`src/rtl/dam_stim_driver.sv`:
```
// Command FIFO plus issue/settle/wait/report sequencer driving the DAM engine.
// Golden-value checking is built in only when DAM_STIM_DRIVER_CHECK_EN is defined.
module dam_stim_driver #(
  parameter int DEPTH   = 4,
  parameter int TIMEOUT = 15
) (
  input  logic       clk,
  input  logic       rst,
  input  logic       cmd_valid,
  output logic       cmd_ready,
  input  logic [7:0] cmd_i,
  input  logic [7:0] cmd_j,
  input  logic [7:0] cmd_k,
  input  logic       cmd_op,
  output logic [7:0] i,
  output logic [7:0] j,
  output logic [7:0] k,
  output logic       operation,
  input  logic       in_valid,
  input  logic [7:0] vo,
  input  logic       out_valid,
  output logic       res_valid,
  output logic [7:0] res_data,
  output logic [7:0] res_expected,
  output logic       res_err,
  output logic       res_timeout,
  output logic       busy,
  output logic [7:0] err_count
);
  // state    | meaning
  // S_IDLE   | operands at 0, waiting for a queued command
  // S_ISSUE  | waiting for in_valid, then pops head onto the pins
  // S_SETTLE | engine output still reflects old operands; golden registered
  // S_WAIT   | waiting for out_valid or timeout
  // S_REPORT | one-cycle result report
  localparam int         AW          = $clog2(DEPTH);
  localparam logic [7:0] TIMEOUT_CNT = 8'(TIMEOUT);

  typedef enum logic [2:0] {S_IDLE, S_ISSUE, S_SETTLE, S_WAIT, S_REPORT} state_t;
  state_t state;

  logic [24:0] fifo_mem [DEPTH];
  logic [AW:0] wr_ptr;
  logic [AW:0] rd_ptr;
  logic        fifo_full;
  logic        fifo_empty;
  logic        push;
  logic        pop;
  logic [24:0] head;
  logic [7:0]  wait_cnt;
  logic        mismatch;
  logic        report_err;

  assign fifo_empty = (wr_ptr == rd_ptr);
  assign fifo_full  = (wr_ptr[AW] != rd_ptr[AW]) && (wr_ptr[AW-1:0] == rd_ptr[AW-1:0]);
  assign cmd_ready  = !fifo_full;
  assign push       = cmd_valid && !fifo_full;
  assign pop        = (state == S_ISSUE) && in_valid && !fifo_empty;
  assign head       = fifo_mem[rd_ptr[AW-1:0]];
  assign busy       = (state != S_IDLE) || !fifo_empty;

  always_ff @(posedge clk) begin
    if (push) fifo_mem[wr_ptr[AW-1:0]] <= {cmd_i, cmd_j, cmd_k, cmd_op};
  end

  // A full FIFO refuses pushes even when a pop happens in the same cycle.
  always_ff @(posedge clk or posedge rst) begin
    if (rst) begin
      wr_ptr <= '0;
      rd_ptr <= '0;
    end else begin
      if (push) wr_ptr <= wr_ptr + (AW+1)'(1);
      if (pop)  rd_ptr <= rd_ptr + (AW+1)'(1);
    end
  end

`ifdef DAM_STIM_DRIVER_CHECK_EN
  logic [8:0] diff;
  logic [7:0] mag;
  logic [7:0] golden;
  logic [7:0] expected_q;

  always_comb begin
    diff   = {1'b0, i} - {1'b0, j};
    mag    = diff[8] ? (~diff[7:0] + 8'd1) : diff[7:0];
    golden = operation ? (mag + k) : (mag * k);
  end

  always_ff @(posedge clk or posedge rst) begin
    if (rst)                    expected_q <= '0;
    else if (state == S_SETTLE) expected_q <= golden;
  end

  assign res_expected = expected_q;
  assign mismatch     = (vo != expected_q);
`else
  assign res_expected = 8'd0;
  assign mismatch     = 1'b0;
`endif

  assign report_err = !out_valid || mismatch;

  always_ff @(posedge clk or posedge rst) begin
    if (rst) begin
      state       <= S_IDLE;
      i           <= '0;
      j           <= '0;
      k           <= '0;
      operation   <= 1'b0;
      wait_cnt    <= '0;
      res_valid   <= 1'b0;
      res_data    <= '0;
      res_err     <= 1'b0;
      res_timeout <= 1'b0;
      err_count   <= '0;
    end else begin
      res_valid <= 1'b0;
      case (state)
        S_IDLE: if (!fifo_empty) state <= S_ISSUE;
        S_ISSUE: begin
          if (pop) begin
            {i, j, k, operation} <= head;
            wait_cnt             <= '0;
            state                <= S_SETTLE;
          end
        end
        S_SETTLE: state <= S_WAIT;
        S_WAIT: begin
          // Timeout fires on the WAIT cycle where the counter equals TIMEOUT.
          if (out_valid || (wait_cnt == TIMEOUT_CNT)) begin
            res_valid            <= 1'b1;
            res_timeout          <= !out_valid;
            res_data             <= out_valid ? vo : 8'd0;
            res_err              <= report_err;
            if (report_err && (err_count != 8'hFF)) err_count <= err_count + 8'd1;
            {i, j, k, operation} <= '0;
            state                <= S_REPORT;
          end else begin
            wait_cnt <= wait_cnt + 8'd1;
          end
        end
        S_REPORT: state <= S_IDLE;
        default:  state <= S_IDLE;
      endcase
    end
  end

endmodule
```
`config.mk`:
```
export PLATFORM = sky130hd
export DESIGN_NAME = dam_stim_driver
export DESIGN_NICKNAME = d
export VERILOG_FILES = /design/src/rtl/dam_stim_driver.sv
export SDC_FILE = /design/constraint.sdc
export NUM_CORES = 1
export LEC_CHECK = 0
export CAP_MARGIN = 20
export CORE_MARGIN = 2
export CORE_UTILIZATION = 49
export DETAILED_ROUTE_END_ITERATION = 7
export GPL_TIMING_DRIVEN = 0
export PLACE_DENSITY = 0.76
export SYNTH_ARGS = -nofsm -noshare
export SYNTH_HDL_FRONTEND = slang
export SYNTH_SLANG_ARGS = --single-unit
```
`constraint.sdc`:
```
create_clock -name clk -period 2.2 [get_ports clk]
set_clock_uncertainty 0.05 [all_clocks]
set_input_delay 0.44 -clock clk [delete_from_list [all_inputs] [get_ports clk]]
set_output_delay 0.44 -clock clk [all_outputs]
set_load 0.05 [all_outputs]
```
## Word level (Yosys, flattened, before mapping)

Memory sizes are Yosys's and may differ from the RTL's.
Cells that the tools add are included.

- Bits in registers: 60
- Latch bits: 0
- Memory bits (writable): 100
- Memory bits (read-only): 0
- Input port bits: 38
- Output and inout port bits: 54
- Logic and storage cells: 69
- Memories: 1

Memories:

| name | words | bits a word | rd ports | clocked after Yosys merged registers in | wr ports | RTL line | RTL |
|---|---|---|---|---|---|---|---|
| fifo_mem | 4 | 25 | 1 | 0 | 1 | 42 | `logic [24:0] fifo_mem [DEPTH];` |

- Add/subtract/negate cells: 4
- $mul: 0
- Div/mod/pow operators: 0
- Magnitude comparators: 0
- Eq/ne operators: 12
- Shift operators: 0
- Multiplexer cells: 22
- Bitwise logic cells: 0
- Reduce and logical (&&, ||, !) cells: 18

Operator list:

| kind | number |
|---|---|
| 8-bit case mux with 2 select lines | 4 |
| 8-bit 2-to-1 mux | 7 |
| 8-bit by 1-bit adder with 8-bit output (second input constant) | 2 |
| 3-bit case mux with 4 select lines | 1 |
| 3-bit AND reduction | 4 |
| 3-bit 2-to-1 mux | 3 |
| 8-bit by 4-bit == test with 1-bit output (second input constant) | 1 |
| 2-bit inequality test (second input constant) | 4 |
| 8-bit inequality test (second input constant) | 1 |
| 3-bit by 1-bit adder with 3-bit output (second input constant) | 2 |
| 3-bit by 2-bit == test with 1-bit output (second input constant) | 2 |
| 1-bit 2-to-1 mux | 6 |
| 1-bit logical AND | 5 |
| 3-bit by 1-bit == test with 1-bit output (second input constant) | 1 |
| 3-bit == test | 1 |
| 1-bit logical NOT | 3 |
| 3-bit logical NOT | 1 |
| 3-bit nonzero test | 1 |
| 2-bit == test | 1 |
| 1-bit logical OR | 2 |
| 1-bit case mux with 2 select lines | 1 |
| 2-bit AND reduction | 1 |
| 2-bit nonzero test | 1 |
| 1-bit inequality test | 1 |

## Longest topological paths before layout

- Word-level depth: 6
- Gate-level depth with buffers: 7
- Depth with buffers taken out: 5

## Worst setup path after synthesis

No wires, ideal clock.

- Path kind: flip-flop to flip-flop
- Start point: register rd_ptr[1]
- End point: memory fifo_mem[3][0], enable pin
- Setup time: 385 ps
- Data arrival time: 1,811 ps
- Data required time: 1,765 ps
- Slack: -46 ps
- Cell stages (with the launch flop): 5
- Buffers on the path: 1
- Clock period less this slack: 2,246 ps
- Cells stage by stage: dfrtp_1 > buf_2 > xnor2_1 > a31oi_1 > and2_1

- Longest elaborated chain between the ends: 6

Ends and longest elaborated chain:

| item | RTL line | RTL |
|---|---|---|
| start, declared | 44 | `logic [AW:0] rd_ptr;` |
| start signal, assigned | 73 | `if (pop) rd_ptr <= rd_ptr + (AW+1)'(1);` |
| 2-bit == test | 55 | `assign fifo_full = (wr_ptr[AW] != rd_ptr[AW]) && (wr_ptr[AW-1:0] == rd_ptr[AW-1:0]);` |
| 1-bit logical AND | 55 |  |
| 1-bit logical NOT | 57 | `assign push = cmd_valid && !fifo_full;` |
| 1-bit logical AND | 57 |  |
| 1-bit 2-to-1 mux | 63 | `if (push) fifo_mem[wr_ptr[AW-1:0]] <= {cmd_i, cmd_j, cmd_k, cmd_op};` |
| 1-bit 2-to-1 mux (not written as such) | 63 |  |
| end, declared | 42 |  |

No other way between the ends.

## Final worst setup path

- Start point: register rd_ptr[1]
- End point: output busy

- Longest elaborated chain between the ends: 3

Ends and longest elaborated chain:

| item | RTL line | RTL |
|---|---|---|
| 3-bit == test | 54 | `assign fifo_empty = (wr_ptr == rd_ptr);` |
| 1-bit logical NOT | - |  |
| 1-bit logical OR | 60 | `assign busy = (state != S_IDLE) \|\| !fifo_empty;` |
| end, declared | 27 | `output logic busy,` |

No other way between the ends.

==> results.json <==
{
  "start_util_pct": 50.1,
  "cp.depth": 6,
  "ys_top_cells_by_area": "edfxtp_1, dfrtp_1, mux4_2",
  "yosysMostFrequentCell": "edfxtp_1",
  "path_class": "register to primary output",
  "tightest_slew_ps": 695,
  "postLayoutCoreUtil_pct": 64.3,
  "io_pins": 92,
  "tritoncts": "built",
  "holdWs_ps": 326,
  "startpoint_type": "register",
  "num_rows": 42,
  "nets": 591,
  "vias_per_cell": 5.34,
  "diodes": 0,
  "final_cells": 735,
  "ys_async_sr_fraction_pct": 37.5,
  "crit_chain": "buf_6 -> xnor2_4 -> nand3_2 -> nor3_4 -> nand2b_1 -> buf_6",
  "critical_path.top_delay_family": "flip-flops",
  "grt_pass1_wl_um": 21700,
  "hold_viol": 0,
  "drt-initial-drc-count": 190,
  "rsz0062_at_grt": "yes",
  "p_total_mw": 12.7,
  "post-route-period-util_pct": 98.3,
  "grt_pass1_vias": 4137,
  "grt_usage_pct": 20.2,
  "antenna_found_initial": 0,
  "port_buffers": 83,
  "r2r_setup_slack_ps": 70,
  "first_pass_iters": 4,
  "yosys-top-cells-count": "edfxtp_1, dfrtp_1, nand2_1",
  "netlist_area_um2": 6640,
  "power_leakage_nw": 3.41,
  "ant_nets": 0,
  "area_growth_syn_to_layout_pct": 28.3,
  "crit_end": "busy",
  "critPathLaunch": "rd_ptr[1]$_DFFE_PP0P_",
  "ys_seq_area_share_pct": 67.9,
  "hold_path_class": "input pin to async pin",
  "ir_drop_mv": 0.937,
  "floorplan.die_area_um2": 14500,
  "yosys_warnings": 0,
  "chipWidth_um": 120,
  "crit_fanout": 4,
  "period_minus_slack_ps": 2160,
  "r2r-start": "rd_ptr[1]$_DFFE_PP0P_",
  "clk_path_buf_depth": 2,
  "die_h_um": 120,
  "setup_violations": 0,
  "maxCapViolCount": 0,
  "reg2reg_to": "fifo_mem[3][11]$_DFFE_PP_",
  "dr_total_vias": 3923,
  "path_common_cell": "buf_6",
  "clock_latency_ps": 420,
  "ys_ff_latch": 160,
  "critical-path-slowest-cell": "dfrtp_1",
  "cts_buffers": 17,
  "synthDominantCellAreaShare_pct": 45.2,
  "slew_headroom_pct": 53.6,
  "cp-end-kind": "primary output",
  "drcViolationCount": 0,
  "cts_sinks": 160,
  "worstPathRequired_ps": 1710,
  "clk_pin_slew_ps": 60,
  "wirelength_um": 13500,
  "critPathMaxStageDelay_ps": 390,
  "cts-root-buf": "clkbuf_16",
  "dp_hpwl_um": 8670,
  "place_inst": 696,
  "synth_edf_count": 100,
  "reg2reg_depth": 4,
  "power_density_nw_per_um2": 1490,
  "overflow": 0,
  "core_um2": 13200,
  "gp_congestion": 0.823,
  "clock.fmax_mhz": 462,
  "outcome": "complete, no violations",
  "syn_inst": 429,
  "syn_area_per_cell_um2": 15.5,
  "cp.arrival_ps": 1670,
  "grt_max_degree": 42,
  "synth.largest_area_cell": "edfxtp_1",
  "wl_per_cell_um": 18.4,
  "synth_top_flop_cell": "edfxtp_1",
  "ys_types": 49,
  "cts-htree-levels": 4,
  "slew_viol_final": 0,
  "drive_gt1_share_pct": 19.7,
  "path_buf_inv": 2
}
layout make-up:
| cell class | count | area, um2 |
|---|---|---|
| buffer | 29 | 194 |
| clock buffer | 17 | 425 |
| clock inverter | 15 | 210 |
| fill | 950 | 4730 |
| inverter | 33 | 124 |
| multi-input combinational | 214 | 1930 |
| sequential | 160 | 4510 |
| tap | 176 | 220 |
| timing repair buffer | 91 | 901 |
repair_timing:
| action | 4_1_cts | 5_1_grt |
|---|---|---|
| cloned | 0 | 0 |
| hold endpoints to repair | 0 | 0 |
| buffers inserted | 5 | 2 |
| pin swaps | 4 | 3 |
| resized for setup | 33 | 11 |
| hold buffers | 0 | 0 |
| setup endpoints to repair | 111 | 130 |
power breakdown:
part	internal, mW	switching [mW]
sequential	4.09	0.417
combinational	2.03	3.04
clock	1.91	1.21
total	8.04	4.67
registers in the layout (all words and copies together), names as in the netlist:
register,cells
rd_ptr,3
res_timeout,1
fifo_mem,100
operation,1
j,8
i,8
err_count,8
res_valid,1
wr_ptr,3
wait_cnt,8
k,8
res_data,8
state,3
worst min path at each step:
stage	startpoint	endpoint	slack, ps
floorplan	state[2]$_DFFE_PP0P_	state[0]$_DFFE_PP0P_	440
global placement	res_data[4]$_DFFE_PP0P_	res_data[4]$_DFFE_PP0P_	430
detailed placement	res_data[0]$_DFFE_PP0P_	res_data[0]$_DFFE_PP0P_	440
CTS	rst	j[0]$_DFFE_PP0P_	320
global route	rst	j[1]$_DFFE_PP0P_	360
finish	rst	j[1]$_DFFE_PP0P_	330
layer usage:
layer  routed length [um]  GRT usage (%)  share of wire [%]  vias to the layer above
met5                    0              0                  0                        -
met2                 7000           34.0                 52                      119
met3                  823           5.47                6.1                       17
met4                  233           7.63                1.7                        0
met1                 5460           25.0                 40                     1978
li1                     -              -                  -                     1809
cells in the final DEF, fill, tap and decap left out, types with 4 or more instances in the layout:
cell type        count
and2_4               4
clkdlybuf4s50_1     74
bufinv_16            4
edfxtp_1           100
clkinvlp_4           4
nand3_1             15
mux4_2              25
clkbuf_16           17
nand4_1              7
mux2i_1             27
a21oi_1              4
xnor2_1              7
clkbuf_2             5
o21ai_0             12
dlygate4sd2_1        6
buf_4               16
a21o_1               4
nand2_1             45
dfrtp_1             58
nor2_1               4
conb_1               8
clkbuf_1             6
ha_1                 7
buf_6                5
inv_1               32
per-stage QoR:
stage          worst slack (ps)  setup TNS (ps)  cell area, um2
2_1_floorplan               218               0            6670
3_3_place_gp               -950          -89260            7720
3_5_place_dp               -443          -39020            7740
4_1_cts                   -39.6           -39.6            8480
5_1_grt                   -87.3           -6800            8510
6_report                   37.7               0            8510
kinds of logic (layout without fill, tap and decap cells):
kind of cell	count (synthesis)	count (layout)	synth area share [%]
mux	53	53	12.7
flops	160	160	67.9
fa+ha+maj	7	7	1.32
xor+xnor	13	13	1.72
simple gates	92	92	7.32
compound gates	41	41	4.51
other cells	1	8	0.0565
buf+inv	62	185	4.49
No activity file was read; power rests on OpenSTA's default activity.
